## src/rtl/uob_arbiter_pkg.sv

```systemverilog
// Shared definitions for the unit output buffer arbiter: FSM encoding,
// default word width and the header fill bit.
package uob_arbiter_pkg;

    // Width of one unit output word when the instantiator does not override it
    localparam int UNIT_OUTPUT_WIDTH = 32;

    // The header word is OUT_WIDTH copies of this bit (all-ones)
    localparam logic HEADER_FILL = 1'b1;

    typedef enum logic [1:0] {
        ST_IDLE   = 2'd0,
        ST_GRANT  = 2'd1,
        ST_HEADER = 2'd2,
        ST_DATA   = 2'd3
    } uob_state_e;

    // Index width for n items, never narrower than one bit
    function automatic int idx_width(input int n);
        return (n > 1) ? $clog2(n) : 1;
    endfunction

endpackage

```

## src/rtl/rr_select.sv

```systemverilog
// Round-robin picker: first requesting unit at or after the start pointer,
// wrapping modulo N_UNITS. Purely combinational.
module rr_select #(
    parameter int N_UNITS = 8,
    parameter int IDX_W   = 3
) (
    input  logic [N_UNITS-1:0] i_req,
    input  logic [IDX_W-1:0]   i_ptr,
    output logic [IDX_W-1:0]   o_grant,
    output logic               o_valid
);

    logic [N_UNITS-1:0] w_rot;
    int                 w_off;
    int                 w_sum;

    // Rotate requests so the pointer lands on bit 0, pick the lowest set bit,
    // then rotate the offset back into an absolute unit index
    always_comb begin
        w_rot   = N_UNITS'({i_req, i_req} >> i_ptr);
        w_off   = 0;
        o_valid = 1'b0;
        for (int k = N_UNITS - 1; k >= 0; k--) begin
            if (w_rot[k]) begin
                w_off   = k;
                o_valid = 1'b1;
            end
        end
        w_sum = int'(i_ptr) + w_off;
        if (w_sum >= N_UNITS) begin
            w_sum = w_sum - N_UNITS;
        end
        o_grant = IDX_W'(w_sum);
    end

endmodule

```

## src/rtl/uob_arbiter.sv

```systemverilog
// Unit output buffer arbiter: grants one ready unit at a time (round-robin),
// strobes its read enable once, and forwards header + OUT_N_WORDS data words
// downstream with a single registered stage, flagging bad headers.
module uob_arbiter
    import uob_arbiter_pkg::*;
#(
    parameter int  N_UNITS     = 8,
    parameter int  OUT_WIDTH   = UNIT_OUTPUT_WIDTH,
    parameter int  OUT_N_WORDS = 24,
    localparam int UNIT_W      = idx_width(N_UNITS)
) (
    input  logic                         clk,
    input  logic                         rst_n,
    input  logic [N_UNITS-1:0]           unit_empty,
    input  logic [N_UNITS*OUT_WIDTH-1:0] unit_dout,
    output logic [N_UNITS-1:0]           unit_rd_en,
    input  logic                         out_ready,
    output logic [OUT_WIDTH-1:0]         dout,
    output logic                         dout_valid,
    output logic                         dout_first,
    output logic                         dout_last,
    output logic [UNIT_W-1:0]            dout_unit,
    output logic                         err_header
);

    localparam int                   CNT_W       = $clog2(OUT_N_WORDS + 1);
    localparam logic [CNT_W-1:0]     LAST_CNT    = CNT_W'(OUT_N_WORDS - 1);
    localparam logic [UNIT_W-1:0]    LAST_UNIT   = UNIT_W'(N_UNITS - 1);
    localparam logic [OUT_WIDTH-1:0] HEADER_WORD = {OUT_WIDTH{HEADER_FILL}};

    uob_state_e           r_state;
    uob_state_e           w_next_state;
    logic [N_UNITS-1:0]   w_req;
    logic [UNIT_W-1:0]    w_grant;
    logic                 w_grant_vld;
    logic                 w_start;
    logic                 w_fwd;
    logic [OUT_WIDTH-1:0] w_word;
    logic [UNIT_W-1:0]    r_ptr;
    logic [UNIT_W-1:0]    r_sel;
    logic [CNT_W-1:0]     r_cnt;
    logic [N_UNITS-1:0]   r_rd_en;
    logic [OUT_WIDTH-1:0] r_dout;
    logic                 r_valid;
    logic                 r_first;
    logic                 r_last;
    logic [UNIT_W-1:0]    r_unit;
    logic                 r_err;

    assign w_req   = ~unit_empty;
    // Requests and out_ready only matter while idle
    assign w_start = (r_state == ST_IDLE) && out_ready && w_grant_vld;
    // Header arrives in HEADER, data words in DATA; both are forwarded
    assign w_fwd   = (r_state == ST_HEADER) || (r_state == ST_DATA);
    assign w_word  = unit_dout[int'(r_sel) * OUT_WIDTH +: OUT_WIDTH];

    rr_select #(
        .N_UNITS (N_UNITS),
        .IDX_W   (UNIT_W)
    ) u_rr_select (
        .i_req   (w_req),
        .i_ptr   (r_ptr),
        .o_grant (w_grant),
        .o_valid (w_grant_vld)
    );

    // FSM state register
    always_ff @(posedge clk or negedge rst_n) begin
        if (!rst_n) begin
            r_state <= ST_IDLE;
        end else begin
            r_state <= w_next_state;
        end
    end

    // Next-state logic: one packet per grant, fixed length, no stalls
    always_comb begin
        w_next_state = r_state;
        case (r_state)
            ST_IDLE:   if (w_start) w_next_state = ST_GRANT;
            ST_GRANT:  w_next_state = ST_HEADER;
            ST_HEADER: w_next_state = ST_DATA;
            ST_DATA:   if (r_cnt == LAST_CNT) w_next_state = ST_IDLE;
            default:   w_next_state = ST_IDLE;
        endcase
    end

    // Grant: one-cycle read strobe, latch the selected unit, advance the pointer past it
    always_ff @(posedge clk or negedge rst_n) begin
        if (!rst_n) begin
            r_rd_en <= '0;
            r_sel   <= '0;
            r_ptr   <= '0;
        end else begin
            r_rd_en <= '0;
            if (w_start) begin
                r_rd_en <= N_UNITS'(1) << w_grant;
                r_sel   <= w_grant;
                r_ptr   <= (w_grant == LAST_UNIT) ? '0 : w_grant + 1'b1;
            end
        end
    end

    // Data word counter, cleared while the header is taken so DATA starts at 0
    always_ff @(posedge clk or negedge rst_n) begin
        if (!rst_n) begin
            r_cnt <= '0;
        end else if (r_state == ST_HEADER) begin
            r_cnt <= '0;
        end else if (r_state == ST_DATA) begin
            r_cnt <= r_cnt + 1'b1;
        end
    end

    // Output stage: register the selected unit's word with framing flags; header check is sticky
    always_ff @(posedge clk or negedge rst_n) begin
        if (!rst_n) begin
            r_dout  <= '0;
            r_valid <= 1'b0;
            r_first <= 1'b0;
            r_last  <= 1'b0;
            r_unit  <= '0;
            r_err   <= 1'b0;
        end else begin
            r_valid <= w_fwd;
            r_first <= (r_state == ST_HEADER);
            r_last  <= (r_state == ST_DATA) && (r_cnt == LAST_CNT);
            if (w_fwd) begin
                r_dout <= w_word;
                r_unit <= r_sel;
            end
            if ((r_state == ST_HEADER) && (w_word != HEADER_WORD)) begin
                r_err <= 1'b1;
            end
        end
    end

    assign unit_rd_en = r_rd_en;
    assign dout       = r_dout;
    assign dout_valid = r_valid;
    assign dout_first = r_first;
    assign dout_last  = r_last;
    assign dout_unit  = r_unit;
    assign err_header = r_err;

endmodule

```

## config.mk

```make
export PLATFORM = sky130hd
export DESIGN_NAME = uob_arbiter
export DESIGN_NICKNAME = d
export VERILOG_FILES = /design/src/rtl/uob_arbiter_pkg.sv /design/src/rtl/rr_select.sv /design/src/rtl/uob_arbiter.sv
export SDC_FILE = /design/constraint.sdc
export NUM_CORES = 1
export LEC_CHECK = 0
export ABC_AREA = 1
export CAP_MARGIN = 10
export CORE_AREA = 2 2 122 124
export DETAILED_ROUTE_END_ITERATION = 12
export DIE_AREA = 0 0 124 126
export GPL_ROUTABILITY_DRIVEN = 0
export GPL_TIMING_DRIVEN = 0
export PLACE_DENSITY = 0.87
export SLEW_MARGIN = 20
export SYNTH_ARGS = -nofsm -noshare
export SYNTH_HDL_FRONTEND = slang
export SYNTH_SLANG_ARGS = --single-unit
```

## constraint.sdc

```tcl
create_clock -name clk -period 4.9 [get_ports clk]
set_input_delay 0.98 -clock clk [delete_from_list [all_inputs] [get_ports clk]]
set_output_delay 0.98 -clock clk [all_outputs]
set_load 0.005 [all_outputs]
```

==> reports/metrics.yaml <==
synthFlopType: "dfrtp_1"
synthToLayoutAreaGrowth_pct: 63.8
vias: 8000
max_freq_mhz: 291
grt_pass1_vias: 7512
switching_power_mw: 2.68
diodes: 0
drive_gt1_share_pct: 4.57
synth_edf_count: 0
worstSetupEndpointType: "flip-flop"
synthTopCellsByArea: "nand2_1, dfrtp_1, inv_1"
grt_use_total_pct: 32.4
netlist_top_cells_count: "nand2_1, inv_1, nand3_1"
slew_violations: 0
postLayoutCoreUtil_pct: 66.9
power_density_nw_per_um2: 555
start_util_pct: 40.9
post-route-period-util_pct: 70.2
syn_inst: 1092
peakVddDrop_mv: 0.330
synth_area_per_cell_sq_um: 5.36
grt_pass1_wl_um: 38400
gr-total-overflow: 0
cts_buffers: 9
antenna_found_initial: 0
worst_ep_arrival_time_ps: 3640
dp_hpwl_um: 20600
power_leakage_nw: 5.10
synth-seq-cells: 60
p_int_mw: 2.63
fin_crit_ps: 3440
ant_nets: 0
vias_per_cell: 4.98
synth_warnings: 0
seq_power_share_pct: 15.9
final_nets: 1695
synth_cell_types: 29
crit_top_cell: "nand2_1"
slowest_delay_ps: 430
switching_share_pct: 50.4
hold_path_class: "flip-flop to flip-flop"
cp.required_ps: 5100
grt_setup_unrepaired: "no"
die_w_um: 124
path_buf_inv: 1
cp_cell_sequence: "clkdlybuf4s50_1 > nand2_1 > nand3_1 > nand3_1 > nand2_1 > nand3_1 > nand2_1 > nand2_1 > nand2_1 > nand2_1 > a21boi_0 > ha_1 > fa_1 > xor2_1 > nand3b_1 > nand2_2 > ha_1 > nand2_1 > o21ai_0"
setup_tns_ps: 0
drv_cap: 0
wl_per_cell_um: 16.1
worstMarginPinSlew_ps: 685
synth-seq-area-share_pct: 25.7
dr.pass1.iters: 8
final.setup_skew_ps: 3.77
crit_family: "simple AND/OR/NAND/NOR gates"
netlist_area_sq_um: 5850
cpMaxStageDelayCell: "clkdlybuf4s50_1"
io_buffers: 313
p_clk_share_pct: 14.0
crit_path_start_kind: "input pin"
drt-total-wl_um: 25800
rows: 44
cts_resized: 0
setup_viol: 0
crit_path_max_fanout: 6
grt_max_degree: 34
hold_viol: 0
cts_buffer_depth: 2
crit_type: "input pin to flip-flop"
synth_top_area_cell: "nand2_1"
clkTransAtPathRegs_ps: 60
drtIter0Drc: 579
clk_latency_ps: 320
cts_tree: "built"
drc: 0
die_h_um: 126
cts_setup_buffers: 0
fillers: 1336
die_area_sq_um: 15600
relSlewSlack_pct: 54.4
synth_top_area_share_pct: 36.5
yosysMostFrequentCell: "nand2_1"
root_buffer: "clkbuf_16"
status: "finished clean"
htree_levels: 3
syn_nets: 1370
io_pins: 314
hold_buffers: 0
combinationalPowerShare_pct: 70.1
cts.sinks: 60
async_flop_share_pct: 100
core_sq_um: 14300
[worst register-to-register path: cells and delay by family (launching register included)]
| family | cells | cell delay (ps) |
|---|---|---|
| simple gates | 11 | 930 |
| buf+inv | 2 | 390 |
| fa+ha+maj | 3 | 890 |
| compound gates | 2 | 160 |
| xor+xnor | 1 | 180 |
| flops | 1 | 400 |
[final cells by class]
type / instances / area [sq um] / share of cell area (%)
clock buffer: 10 / 239 / 2.49
clock inverter: 6 / 111 / 1.16
sequential: 60 / 1500 / 15.7
timing repair buffer: 314 / 3150 / 32.9
buffer: 60 / 292 / 3.04
tap: 184 / 230 / 2.40
multi-input combinational: 833 / 3530 / 36.8
inverter: 139 / 527 / 5.50
[cells by family after synthesis]
group                      count (synthesis)  share of synthesized area (%)
and+or+nand+nor                          747                           50.5
buffers and inverters                    199                           14.0
adders and majority gates                 11                           2.48
DFF                                       60                           25.7
xor gates and xnor gates                   2                          0.300
AOI/OAI and AO/OA                         73                           7.04
[flip-flops by register name, summed over array words and instances (netlist names), 2 cells and up]
signal      count
dout           32
dout_unit       3
r_cnt           5
r_ptr           3
r_sel           3
r_state         2
unit_rd_en      8
[worst paths after layout]
check                              start           end  slack [ps]  cells past startpoint
min                           err_header    err_header         470                      2
max                        unit_empty[1]      r_ptr[2]        1460                     19
max reg2reg                     r_ptr[1]      r_ptr[2]        1840                     19
max in group asynchronous          rst_n       dout[7]        3820                      2
min in group asynchronous          rst_n  dout_unit[1]         580                      1
min reg2reg                   err_header    err_header         470                      2
[per-stage QoR]
step	hold WS (ps)	total power [mW]	setup WS [ps]	cells	instance area, sq um
after detailed placement	448	4.53	1150	1590	9230
after CTS	463	5.29	1490	1606	9580
after global placement	447	4.46	892	1589	9210
after global routing	477	5.77	1240	1606	9580
after floorplan	457	3.05	1840	1092	5850
final	466	5.32	1460	1606	9580
[per-layer routing]
| layer | track usage (%) | share of wire, % | up-vias |
|---|---|---|---|
| met5 | 0 | 0 | - |
| li1 | - | - | 3969 |
| met4 | 12.6 | 3.7 | 0 |
| met2 | 56.0 | 47 | 421 |
| met1 | 39.4 | 40 | 3545 |
| met3 | 6.43 | 9.0 | 65 |
[power groups by stage]
| stage | Combinational (mW) | Clock [mW] | Sequential, mW |
|---|---|---|---|
| after global routing | 4.12 | 0.779 | 0.870 |
| after detailed placement | 3.68 | 0 | 0.849 |
| after floorplan | 2.21 | 0 | 0.848 |
| after global placement | 3.62 | 0 | 0.842 |
| after CTS | 3.70 | 0.754 | 0.844 |
| final | 3.72 | 0.747 | 0.845 |
[layout by cell type (no fill, tap or decap), types with 2 or more instances in the layout]
cell and instances:
a21oi_1 3, a31oi_1 33, buf_1 3, buf_2 32, buf_4 6, bufinv_16 3
clkbuf_1 19, clkbuf_16 9, clkdlybuf4s50_1 312, dfrtp_1 60, ha_1 10, inv_1 134
inv_2 3, nand2_1 568, nand2_2 2, nand3_1 98, nand3b_1 2, nor2_1 73
o21ai_0 25, o21ai_1 10
(Power assumes the default switching activity.)
